`config.mk`:
```
export PLATFORM = sky130hd
export DESIGN_NAME = irq_ctrl_flat
export DESIGN_NICKNAME = d
export VERILOG_FILES = /design/src/rtl/irq_ctrl_pkg.sv /design/src/rtl/irq_ctrl_if.sv /design/src/rtl/irq_ctrl_prio_pick.sv /design/src/rtl/irq_ctrl.sv /design/src/flat_wrapper.sv
export SDC_FILE = /design/constraint.sdc
export NUM_CORES = 1
export LEC_CHECK = 0
export ABC_AREA = 1
export BUFFER_PORTS_ARGS = -buffer_cell sky130_fd_sc_hd__buf_2
export CAP_MARGIN = 20
export CORE_MARGIN = 4
export CORE_UTILIZATION = 30
export CTS_BUF_LIST = sky130_fd_sc_hd__clkbuf_4
export CTS_CLUSTER_DIAMETER = 150
export DETAILED_ROUTE_END_ITERATION = 7
export GPL_TIMING_DRIVEN = 0
export SETUP_SLACK_MARGIN = 0.02
export SYNTH_ARGS = -nofsm -noshare
export SYNTH_HDL_FRONTEND = slang
export SYNTH_HIERARCHICAL = 1
export SYNTH_SLANG_ARGS = --single-unit
```
`constraint.sdc`:
```
create_clock -name clk -period 21.4 [get_ports clk]
set_clock_uncertainty 0.1 [all_clocks]
set_input_delay 1.07 -clock clk [delete_from_list [all_inputs] [get_ports clk]]
set_output_delay 1.07 -clock clk [all_outputs]
set_load 0.03 [all_outputs]
```
`src/rtl/irq_ctrl_pkg.sv`:
```
// Shared types and constants for the J1 interrupt controller:
// FSM state names, IO register addresses and status-word field positions.
package irq_ctrl_pkg;

  typedef enum logic [1:0] {
    IDLE    = 2'd0,
    REQ     = 2'd1,
    SERVICE = 2'd2
  } irq_state_e;

  localparam logic [15:0] ADDR_STATUS = 16'h0800;
  localparam logic [15:0] ADDR_MASK   = 16'h0880;

  localparam int STAT_INSVC_BIT = 15;
  localparam int STAT_VEC_MSB   = 10;
  localparam int STAT_VEC_LSB   = 8;
  localparam int STAT_PEND_MSB  = 7;

  localparam int VEC_W = 3;

endpackage

```
`src/rtl/irq_ctrl_if.sv`:
```
// J1 IO bus slice seen by the interrupt controller; the CPU side is master.
interface irq_ctrl_if;
  logic        io_rd;
  logic        io_wr;
  logic [15:0] io_addr;
  logic [15:0] io_dout;
  logic [15:0] io_din;

  modport master (output io_rd, output io_wr, output io_addr, output io_dout, input io_din);
  modport slave  (input io_rd, input io_wr, input io_addr, input io_dout, output io_din);
endinterface

```
`src/rtl/irq_ctrl_prio_pick.sv`:
```
// Combinational winner pick: the requesting index closest at or after
// start (wrapping modulo N_SRC) wins.
module irq_prio_pick
  import irq_ctrl_pkg::*;
#(
  parameter int N_SRC = 8
) (
  input  logic [N_SRC-1:0] req,
  input  logic [VEC_W-1:0] start,
  output logic             valid,
  output logic [VEC_W-1:0] idx
);

  int best_d;
  int d;

  always_comb begin
    valid  = |req;
    idx    = '0;
    best_d = N_SRC;
    d      = 0;
    for (int i = 0; i < N_SRC; i++) begin
      if (req[i]) begin
        d = (i >= int'(start)) ? (i - int'(start)) : (i + N_SRC - int'(start));
        if (d < best_d) begin
          best_d = d;
          idx    = VEC_W'(i);
        end
      end
    end
  end

endmodule

```
`src/rtl/irq_ctrl.sv`:
```
// Multi-source interrupt controller for the J1 IO bus (status 0x0800, mask 0x0880).
// Build option IRQ_CTRL_ROUNDROBIN_EN selects round-robin instead of fixed priority.
module irq_ctrl
  import irq_ctrl_pkg::*;
#(
  parameter int N_SRC   = 8,
  parameter int SEL_BIT = 11,
  parameter int SUB_BIT = 7
) (
  input  logic             clk,
  input  logic             reset,
  irq_ctrl_if.slave        bus,
  input  logic [N_SRC-1:0] src,
  output logic             interrupt_request,
  output logic             in_service
);

  localparam logic [1:0] S_IDLE    = IDLE;
  localparam logic [1:0] S_REQ     = REQ;
  localparam logic [1:0] S_SERVICE = SERVICE;

  logic [N_SRC-1:0] src_q_reg;
  logic [N_SRC-1:0] pending_reg;
  logic [N_SRC-1:0] pending_next;
  logic [N_SRC-1:0] enable_reg;
  logic [1:0]       state_reg;
  logic [1:0]       state_next;
  logic [VEC_W-1:0] vector_reg;
  logic [VEC_W-1:0] pick_idx;
  logic [VEC_W-1:0] pick_start;
  logic             pick_valid;
  logic             irq_reg;
  logic             in_service_reg;
  logic             sel;
  logic             stat_wr;
  logic             mask_wr;
  logic [7:0]       pend_rd;
  logic [7:0]       en_rd;
  logic [15:0]      status_rd;
  logic             unused_bus;

  assign sel     = bus.io_addr[SEL_BIT];
  assign stat_wr = bus.io_wr & sel & ~bus.io_addr[SUB_BIT];
  assign mask_wr = bus.io_wr & sel &  bus.io_addr[SUB_BIT];

  // Set terms (hardware edge, software trigger) dominate the EOI clear.
  genvar gi;
  generate
    for (gi = 0; gi < N_SRC; gi++) begin : g_pend
      assign pending_next[gi] = (src[gi] & ~src_q_reg[gi])
                              | (mask_wr & bus.io_dout[8+gi])
                              | (pending_reg[gi] & ~(stat_wr & bus.io_dout[gi]));
    end
  endgenerate

  irq_prio_pick #(.N_SRC(N_SRC)) u_pick (
    .req   (pending_reg & enable_reg),
    .start (pick_start),
    .valid (pick_valid),
    .idx   (pick_idx)
  );

`ifdef IRQ_CTRL_ROUNDROBIN_EN
  logic [VEC_W-1:0] last_reg;

  always_ff @(posedge clk or posedge reset) begin
    if (reset) begin
      last_reg <= VEC_W'(N_SRC - 1);
    end else if (state_reg == S_IDLE && pick_valid) begin
      last_reg <= pick_idx;
    end
  end

  assign pick_start = (last_reg == VEC_W'(N_SRC - 1)) ? '0 : last_reg + VEC_W'(1);
`else
  assign pick_start = '0;
`endif

  always_comb begin
    state_next = state_reg;
    case (state_reg)
      S_IDLE:    if (pick_valid) state_next = S_REQ;
      S_REQ:     state_next = S_SERVICE;
      S_SERVICE: if (stat_wr) state_next = S_IDLE;
      default:   state_next = S_IDLE;
    endcase
  end

  always_ff @(posedge clk or posedge reset) begin
    if (reset) begin
      src_q_reg      <= '0;
      pending_reg    <= '0;
      enable_reg     <= '0;
      state_reg      <= S_IDLE;
      vector_reg     <= '0;
      irq_reg        <= 1'b0;
      in_service_reg <= 1'b0;
    end else begin
      src_q_reg   <= src;
      pending_reg <= pending_next;
      state_reg   <= state_next;
      irq_reg     <= (state_reg == S_REQ);
      if (mask_wr) enable_reg <= bus.io_dout[N_SRC-1:0];
      if (state_reg == S_IDLE && pick_valid) vector_reg <= pick_idx;
      if (state_reg == S_REQ) begin
        in_service_reg <= 1'b1;
      end else if (state_reg == S_SERVICE && stat_wr) begin
        in_service_reg <= 1'b0;
      end
    end
  end

  always_comb begin
    pend_rd                = '0;
    pend_rd[N_SRC-1:0]     = pending_reg;
    en_rd                  = '0;
    en_rd[N_SRC-1:0]       = enable_reg;
    status_rd              = '0;
    status_rd[STAT_INSVC_BIT]             = in_service_reg;
    status_rd[STAT_VEC_MSB:STAT_VEC_LSB]  = vector_reg;
    status_rd[STAT_PEND_MSB:0]            = pend_rd;
  end

  assign bus.io_din = !sel ? 16'h0000 : (bus.io_addr[SUB_BIT] ? {8'h00, en_rd} : status_rd);

  assign interrupt_request = irq_reg;
  assign in_service        = in_service_reg;

  // Reads have no side effects and only the one-hot select bits are decoded.
  assign unused_bus = &{1'b0, bus.io_rd, bus.io_addr, bus.io_dout};

endmodule

```
`src/flat_wrapper.sv`:
```
// flat-port wrapper written by rule: the top's interface ports become plain ports
module irq_ctrl_flat import irq_ctrl_pkg::*;
#(
  parameter int N_SRC   = 8,
  parameter int SEL_BIT = 11,
  parameter int SUB_BIT = 7
)
  (clk, reset, src, interrupt_request, in_service, bus_io_rd, bus_io_wr, bus_io_addr, bus_io_dout, bus_io_din);
  irq_ctrl_if bus_i ();
  input  logic clk;
  input  logic reset;
  input  logic [N_SRC-1:0] src;
  output logic interrupt_request;
  output logic in_service;
  input wire logic [$bits(bus_i.io_rd)-1:0] bus_io_rd;
  input wire logic [$bits(bus_i.io_wr)-1:0] bus_io_wr;
  input wire logic [$bits(bus_i.io_addr)-1:0] bus_io_addr;
  input wire logic [$bits(bus_i.io_dout)-1:0] bus_io_dout;
  output wire logic [$bits(bus_i.io_din)-1:0] bus_io_din;
  assign bus_i.io_rd = bus_io_rd;
  assign bus_i.io_wr = bus_io_wr;
  assign bus_i.io_addr = bus_io_addr;
  assign bus_i.io_dout = bus_io_dout;
  assign bus_io_din = bus_i.io_din;
  irq_ctrl #(.N_SRC(N_SRC), .SEL_BIT(SEL_BIT), .SUB_BIT(SUB_BIT)) u_core (.clk(clk), .reset(reset), .bus(bus_i), .src(src), .interrupt_request(interrupt_request), .in_service(in_service));
endmodule
```
### Yosys cells after proc, flatten, opt, wreduce, memory -nomap -nowiden

Cells that the tools add are included.

| word-level totals | value |
|---|---|
| RAM bits | 0 |
| output and inout port bits | 18 |
| input port bits | 44 |
| flip-flop bits (word level) | 31 |
| bits in read-only memories | 0 |
| bits in latches | 0 |
| logic and storage cells | 127 |
| memories | 0 |

| cells by class | value |
|---|---|
| $mul | 0 |
| bitwise gates (word level) | 69 |
| add/subtract/negate cells | 0 |
| equal/unequal tests | 4 |
| $lt $le $gt $ge | 7 |
| div/mod/pow operators | 0 |
| shift-type cells | 0 |
| muxes and demuxes | 34 |
| reductions and logical operators | 6 |

Operators with widths:

| cell | count |
|---|---|
| $mux W32 | 12 |
| $lt A4 B32 Y1 const A | 4 |
| $lt A3 B32 Y1 const A | 2 |
| $mux W3 | 12 |
| $and A1 B1 Y1 | 35 |
| $lt A2 B32 Y1 const A | 1 |
| $mux W16 | 2 |
| $not A1 Y1 | 17 |
| $or A1 B1 Y1 | 16 |
| $and A8 B8 Y8 | 1 |
| $reduce_or A8 Y1 | 1 |
| $pmux W2 S3 | 1 |
| $mux W1 | 4 |
| $mux W2 | 2 |
| $mux W4 | 1 |
| $ne A2 B1 Y1 const B | 2 |
| $eq A2 B1 Y1 const B | 1 |
| $eq A2 B2 Y1 const B | 1 |
| $logic_and A1 B1 Y1 | 2 |
| $logic_not A2 Y1 | 1 |
| $reduce_and A2 Y1 | 1 |
| $reduce_bool A2 Y1 | 1 |

### Depth between registers and ports, before layout

| depth | value |
|---|---|
| word-level depth | 23 |
| gate-level depth with buffers | 72 |
| depth with buffers taken out | 72 |

### Hierarchy

Netlist, hierarchy kept.

Modules (own cells, without submodules):

| module | cells an instance | area each (um2) | sequential area each (um2) | times used |
|---|---|---|---|---|
| irq_prio_pick | 263 | 1,574.0 | 0.0 | 1 |
| irq_ctrl | 196 | 1,467.7 | 775.7 | 1 |

### Worst setup path before layout

Ideal clock, no wire load.

| timing path | value |
|---|---|
| path type | register to register |
| from | reg u_core.pending_reg[0], in the netlist u_core/pend_rd[0] |
| to | reg u_core.vector_reg[2] |
| path buffers | 0 |
| library setup time | 0.116 ns |
| cell stages (with the launch flop) | 63 |
| period minus slack after synthesis | 6.690 ns |
| arrival time | 6.474 ns |
| required time | 21.184 ns |
| slack | 14.710 ns |
| path through | dfrtp_1 -> nand2_1 -> inv_1 -> nand2_1 -> nor2_1 -> nand2_1 -> nand2_1 -> nand2_2 -> nand2_1 -> o21ai_0 -> ha_1 -> nand2_1 -> nand2_1 -> nand2_1 -> nand2_1 -> nand2_2 -> nand2_1 -> nand2_1 -> (+27 left out) -> inv_1 -> nor2_1 -> inv_1 -> ha_1 -> a2111oi_0 -> nand2_1 -> nand2_2 -> nand2_4 -> nand2_1 -> o21ai_0 -> ha_1 -> inv_1 -> nor2_1 -> nand2_1 -> nand3_2 -> nand3_1 -> nand2_1 -> nand2_1 |

| between the ends | value |
|---|---|
| longest elaborated chain between the ends | 23 |
| elaborated cells between the ends (all ways) | 33 |

RTL lines:

| element | line | RTL |
|---|---|---|
| start: declaration | irq_ctrl.sv:23 | `logic [N_SRC-1:0] pending_reg;` |
| start signal: assignment | irq_ctrl.sv:100 | `pending_reg <= pending_next;` |
| $and A8 B8 Y8 (*) | irq_ctrl.sv:57 | `.req (pending_reg & enable_reg),` |
| $mux W4 (*) | irq_ctrl_prio_pick.sv:23 | `if (req[i]) begin` |
| $lt A2 B32 Y1 | irq_ctrl_prio_pick.sv:25 | `if (d < best_d) begin` |
| $mux W32 | irq_ctrl_prio_pick.sv:25 |  |
| $mux W32 (*) | irq_ctrl_prio_pick.sv:23 |  |
| $lt A3 B32 Y1 | irq_ctrl_prio_pick.sv:25 |  |
| $mux W32 | irq_ctrl_prio_pick.sv:25 |  |
| $mux W32 (*) | irq_ctrl_prio_pick.sv:23 |  |
| (+8 left out) | -- |  |
| $mux W32 | irq_ctrl_prio_pick.sv:23 |  |
| $lt A4 B32 Y1 | irq_ctrl_prio_pick.sv:25 |  |
| $mux W32 | irq_ctrl_prio_pick.sv:25 |  |
| $mux W32 | irq_ctrl_prio_pick.sv:23 |  |
| $lt A4 B32 Y1 | irq_ctrl_prio_pick.sv:25 |  |
| $mux W3 | irq_ctrl_prio_pick.sv:25 |  |
| $mux W3 (*) | irq_ctrl_prio_pick.sv:23 |  |
| net u_core.pick_idx[2] | irq_ctrl.sv:29 | `logic [VEC_W-1:0] pick_idx;` |
| end signal: assignment | irq_ctrl.sv:104 | `if (state_reg == S_IDLE && pick_valid) vector_reg <= pick_idx;` |
| end: declaration | irq_ctrl.sv:28 | `logic [VEC_W-1:0] vector_reg;` |

The timed path passes the listed nets; every way through them passes the cells marked *.
A chain may end at the register's enable or synchronous reset.

### Worst setup path after layout

| timing path | value |
|---|---|
| from | reg u_core.pending_reg[0], in the netlist u_core/pend_rd[0] |
| to | reg u_core.vector_reg[1] |

| between the ends | value |
|---|---|
| longest elaborated chain between the ends | 23 |
| elaborated cells between the ends (all ways) | 35 |

RTL lines:

| element | line |
|---|---|
| $and A8 B8 Y8 (*) | irq_ctrl.sv:57 |
| $mux W4 (*) | irq_ctrl_prio_pick.sv:23 |
| $lt A2 B32 Y1 | irq_ctrl_prio_pick.sv:25 |
| $mux W32 | irq_ctrl_prio_pick.sv:25 |
| $mux W32 (*) | irq_ctrl_prio_pick.sv:23 |
| $lt A3 B32 Y1 | irq_ctrl_prio_pick.sv:25 |
| $mux W32 | irq_ctrl_prio_pick.sv:25 |
| $mux W32 | irq_ctrl_prio_pick.sv:23 |
| (+8 left out) | -- |
| $mux W32 | irq_ctrl_prio_pick.sv:23 |
| $lt A4 B32 Y1 | irq_ctrl_prio_pick.sv:25 |
| $mux W32 | irq_ctrl_prio_pick.sv:25 |
| $mux W32 | irq_ctrl_prio_pick.sv:23 |
| $lt A4 B32 Y1 | irq_ctrl_prio_pick.sv:25 |
| $mux W3 | irq_ctrl_prio_pick.sv:25 |
| $mux W3 (*) | irq_ctrl_prio_pick.sv:23 |
| net u_core.pick_idx[1] | irq_ctrl.sv:29 |

Marked as above.

==> qor.csv <==
stage,metric,value,unit
detailed_routing,vias_per_cell,4.17,
clock_network,clockBufferDepth,2,
synth,synth.distinct_cells,29,
pwr,ir_drop,0.0415,mV
placed_design,portBuffers,42,
timing,fmax,0.130,GHz
pwr,total_power,0.282,mW
clock_network,cts_tree,yes,
critical_path,max_stage_delay,400,ps
clock_network,cts-root-buf,clkbuf_4,
layout,fin_nets,634,
critical_path,r2r_cells,63,
timing,rsz0062_at_grt,false,
layout,diodes,0,
grt,gr-total-overflow,0,
critical_path,cp_common_cell,nand2_1,
timing,hold_violations,0,
placed_design,dp_hpwl,5440,um
synth,synth.most_common_cell,nand2_1,
layout,finalNonFillerCells,675,
grt,antenna_found_initial,0,
synth,async_flop_share,100,%
clock_network,clkTransAtPathRegs,90,ps
timing,fin_crit_sh,35.9,%
critical_path,cp.arrival,7790,ps
timing,worstMarginPinSlew,630,ps
detailed_routing,drt-total-wl,6510,um
timing,slew_headroom,58.0,%
detailed_routing,ant_nets,0,
clock_network,clkSinkCount,31,
layout,drive_gt1_share,14.0,%
synth,ys_seq_area_share,25.5,%
floorplan,io_pins,62,
synth,synth_top_flop_cell,dfrtp_1,
status,status,"complete, no violations",
floorplan,rows,36,
floorplan,die_w,109,um
critical_path,cp-start-kind,flip-flop,
critical_path,critPathRequiredTime,21510,ps
placed_design,dp_cells,669,
critical_path,cp_num_buf_inv,8,
clock_network,holdBufCountCts,0,
floorplan,initial_core_util,31.0,%
clock_network,cts_resized,0,
hold_path,min_path_type,reg -> reg,
detailed_routing,vias,2814,
timing,finalSetupViolations,0,
critical_path,r2r_slack,13720,ps
synth,synth_area_per_cell,6.63,um^2
layout,fillCellCount,1089,
synth,ys_seq_elements,31,
critical_path,r2r-end,u_core/vector_reg[1]$_DFFE_PP0P_,
synth,synth_commonest_cells,"nand2_1 (146), inv_1 (91), ha_1 (47), nor2_1 (47), dfrtp_1 (31)",
critical_path,cp_max_fo,9,
critical_path,critPathKind,reg -> reg,
grt,grt_pass1_vias,2681,
hold_path,min_to,u_core/vector_reg[0]$_DFFE_PP0P_,
synth,synth_top_area_share,25.5,%
critical_path,critPathCaptureType,flip-flop,
hold_path,min_path_cells,2,
hold_path,hold_start,u_core/vector_reg[0]$_DFFE_PP0P_,
clock_network,cts_setup_buffers,0,
placed_design,place_congestion,0.820,
timing,finalCriticalPeriod,7680,ps
synth,yosys_warnings,6,
layout,area_delta_synth_final,19.0,%
synth,synth_largest_area_cell,dfrtp_1,
detailed_routing,drtIter0Drc,92,
grt,grt_max_degree,19,
critical_path,critical-path-top-delay-family,simple AND/OR/NAND/NOR gates,
pwr,leakage,2.22,nW
timing,final.setup.tns,0,ps
synth,syn_area,0.00304,mm^2
grt,grt_first_pass_wirelength,11500,um
synth,ys_top_cells_by_area,"dfrtp_1 (26%), ha_1 (19%), nand2_1 (18%)",
pwr,pwr_density_cell,77.8,mW/mm^2
clock_network,clkLatencyLatePin,320,ps
detailed_routing,wire_per_inst,9.64,um
timing,slew_viol_final,0,
floorplan,die_y,109,um
critical_path,reg2reg_from,u_core/pend_rd[0]$_DFF_PP0_,
floorplan,coreArea,0.00982,mm^2
synth,synth_edf_count,0,
detailed_routing,first_pass_iters,4,
grt,track_usage,11.8,%
critical_path,critPathSlowestCell,a2111oi_0,
synth,syn_inst,459,
clock_network,numCtsBuffers,5,
clock_network,htree_levels,2,
floorplan,dieArea,0.0118,mm^2
job,drv_cap,0,
detailed_routing,drc,0,
==> logic make-up after synthesis <==
group,synth area share (%)
AOI/OAI and AO/OA,9.50
adders and majority gates,19.3
buffers and inverters,13.9
DFF,25.5
muxes,0.740
other,0.370
and+or+nand+nor,30.7
==> worst register-to-register path: cells and delay by family (launching register included) <==
family | cells | cell delay (ps)
buffers and inverters | 8 | 560
adders and majority gates | 6 | 1700
and+or+nand+nor | 42 | 3470
AOI/OAI and AO/OA | 7 | 1320
DFF | 1 | 380
==> per-stage QoR <==
step / hold WS (ps) / util, % / setup slack, ps / instance area [um^2]
floorplan: 349 / - / 14710 / 3170
global placement: 374 / 36.1 / 13940 / 3550
detailed placement: 373 / 36.4 / 13790 / 3570
CTS: 393 / 36.9 / 13720 / 3620
global route: 404 / 36.9 / 12680 / 3620
finish: 388 / 36.9 / 13720 / 3620
==> power by group <==
part           switching (mW)  internal (mW)
combinational           0.112         0.0638
clock                  0.0181         0.0129
sequential            0.00567         0.0694
total                   0.136          0.146
==> layout by cell type, fill, tap and decap left out, drive strengths merged, types with 2 or more instances in the layout <==
cell type and count:
a211o 2, mux2 2, a21oi 13, o21bai 2, clkbuf 7, inv 93
conb 37, ha 47, a21boi 2, nand2 158, dfrtp 31, nand3 14
a2111oi 2, buf 48, o21ai 29, nor2 49, nor4 2
==> area by class of cell <==
| type | instances | area [um^2] | share of cell area [%] |
|---|---|---|---|
| buffer | 6 | 55.1 | 1.52 |
| clock buffer | 6 | 45.0 | 1.24 |
| inverter | 94 | 367 | 10.1 |
| multi-input combinational | 362 | 1970 | 54.5 |
| sequential | 31 | 776 | 21.4 |
| tap | 133 | 166 | 4.60 |
| timing repair buffer | 43 | 238 | 6.57 |
==> routing by layer <==
layer / up-vias / GRT usage, % / wire length (um)
met5: - / 0 / 0
met4: 0 / 2.98 / 67
met3: 6 / 1.95 / 305
met2: 51 / 20.1 / 3020
met1: 1229 / 15.5 / 3110
li1: 1528 / - / -
==> worst max path at each step <==
stage                                      from                               end  slack (ps)  cells past startpoint
floorplan           u_core/pend_rd[0]$_DFF_PP0_  u_core/vector_reg[2]$_DFFE_PP0P_       14710                     62
global placement    u_core/pend_rd[0]$_DFF_PP0_  u_core/vector_reg[2]$_DFFE_PP0P_       13940                     63
detailed placement  u_core/pend_rd[0]$_DFF_PP0_  u_core/vector_reg[1]$_DFFE_PP0P_       13790                     63
CTS                 u_core/pend_rd[0]$_DFF_PP0_  u_core/vector_reg[1]$_DFFE_PP0P_       13720                     63
global route        u_core/pend_rd[0]$_DFF_PP0_  u_core/vector_reg[1]$_DFFE_PP0P_       12680                     63
finish              u_core/pend_rd[0]$_DFF_PP0_  u_core/vector_reg[1]$_DFFE_PP0P_       13720                     63
(Power assumes the default switching activity.)
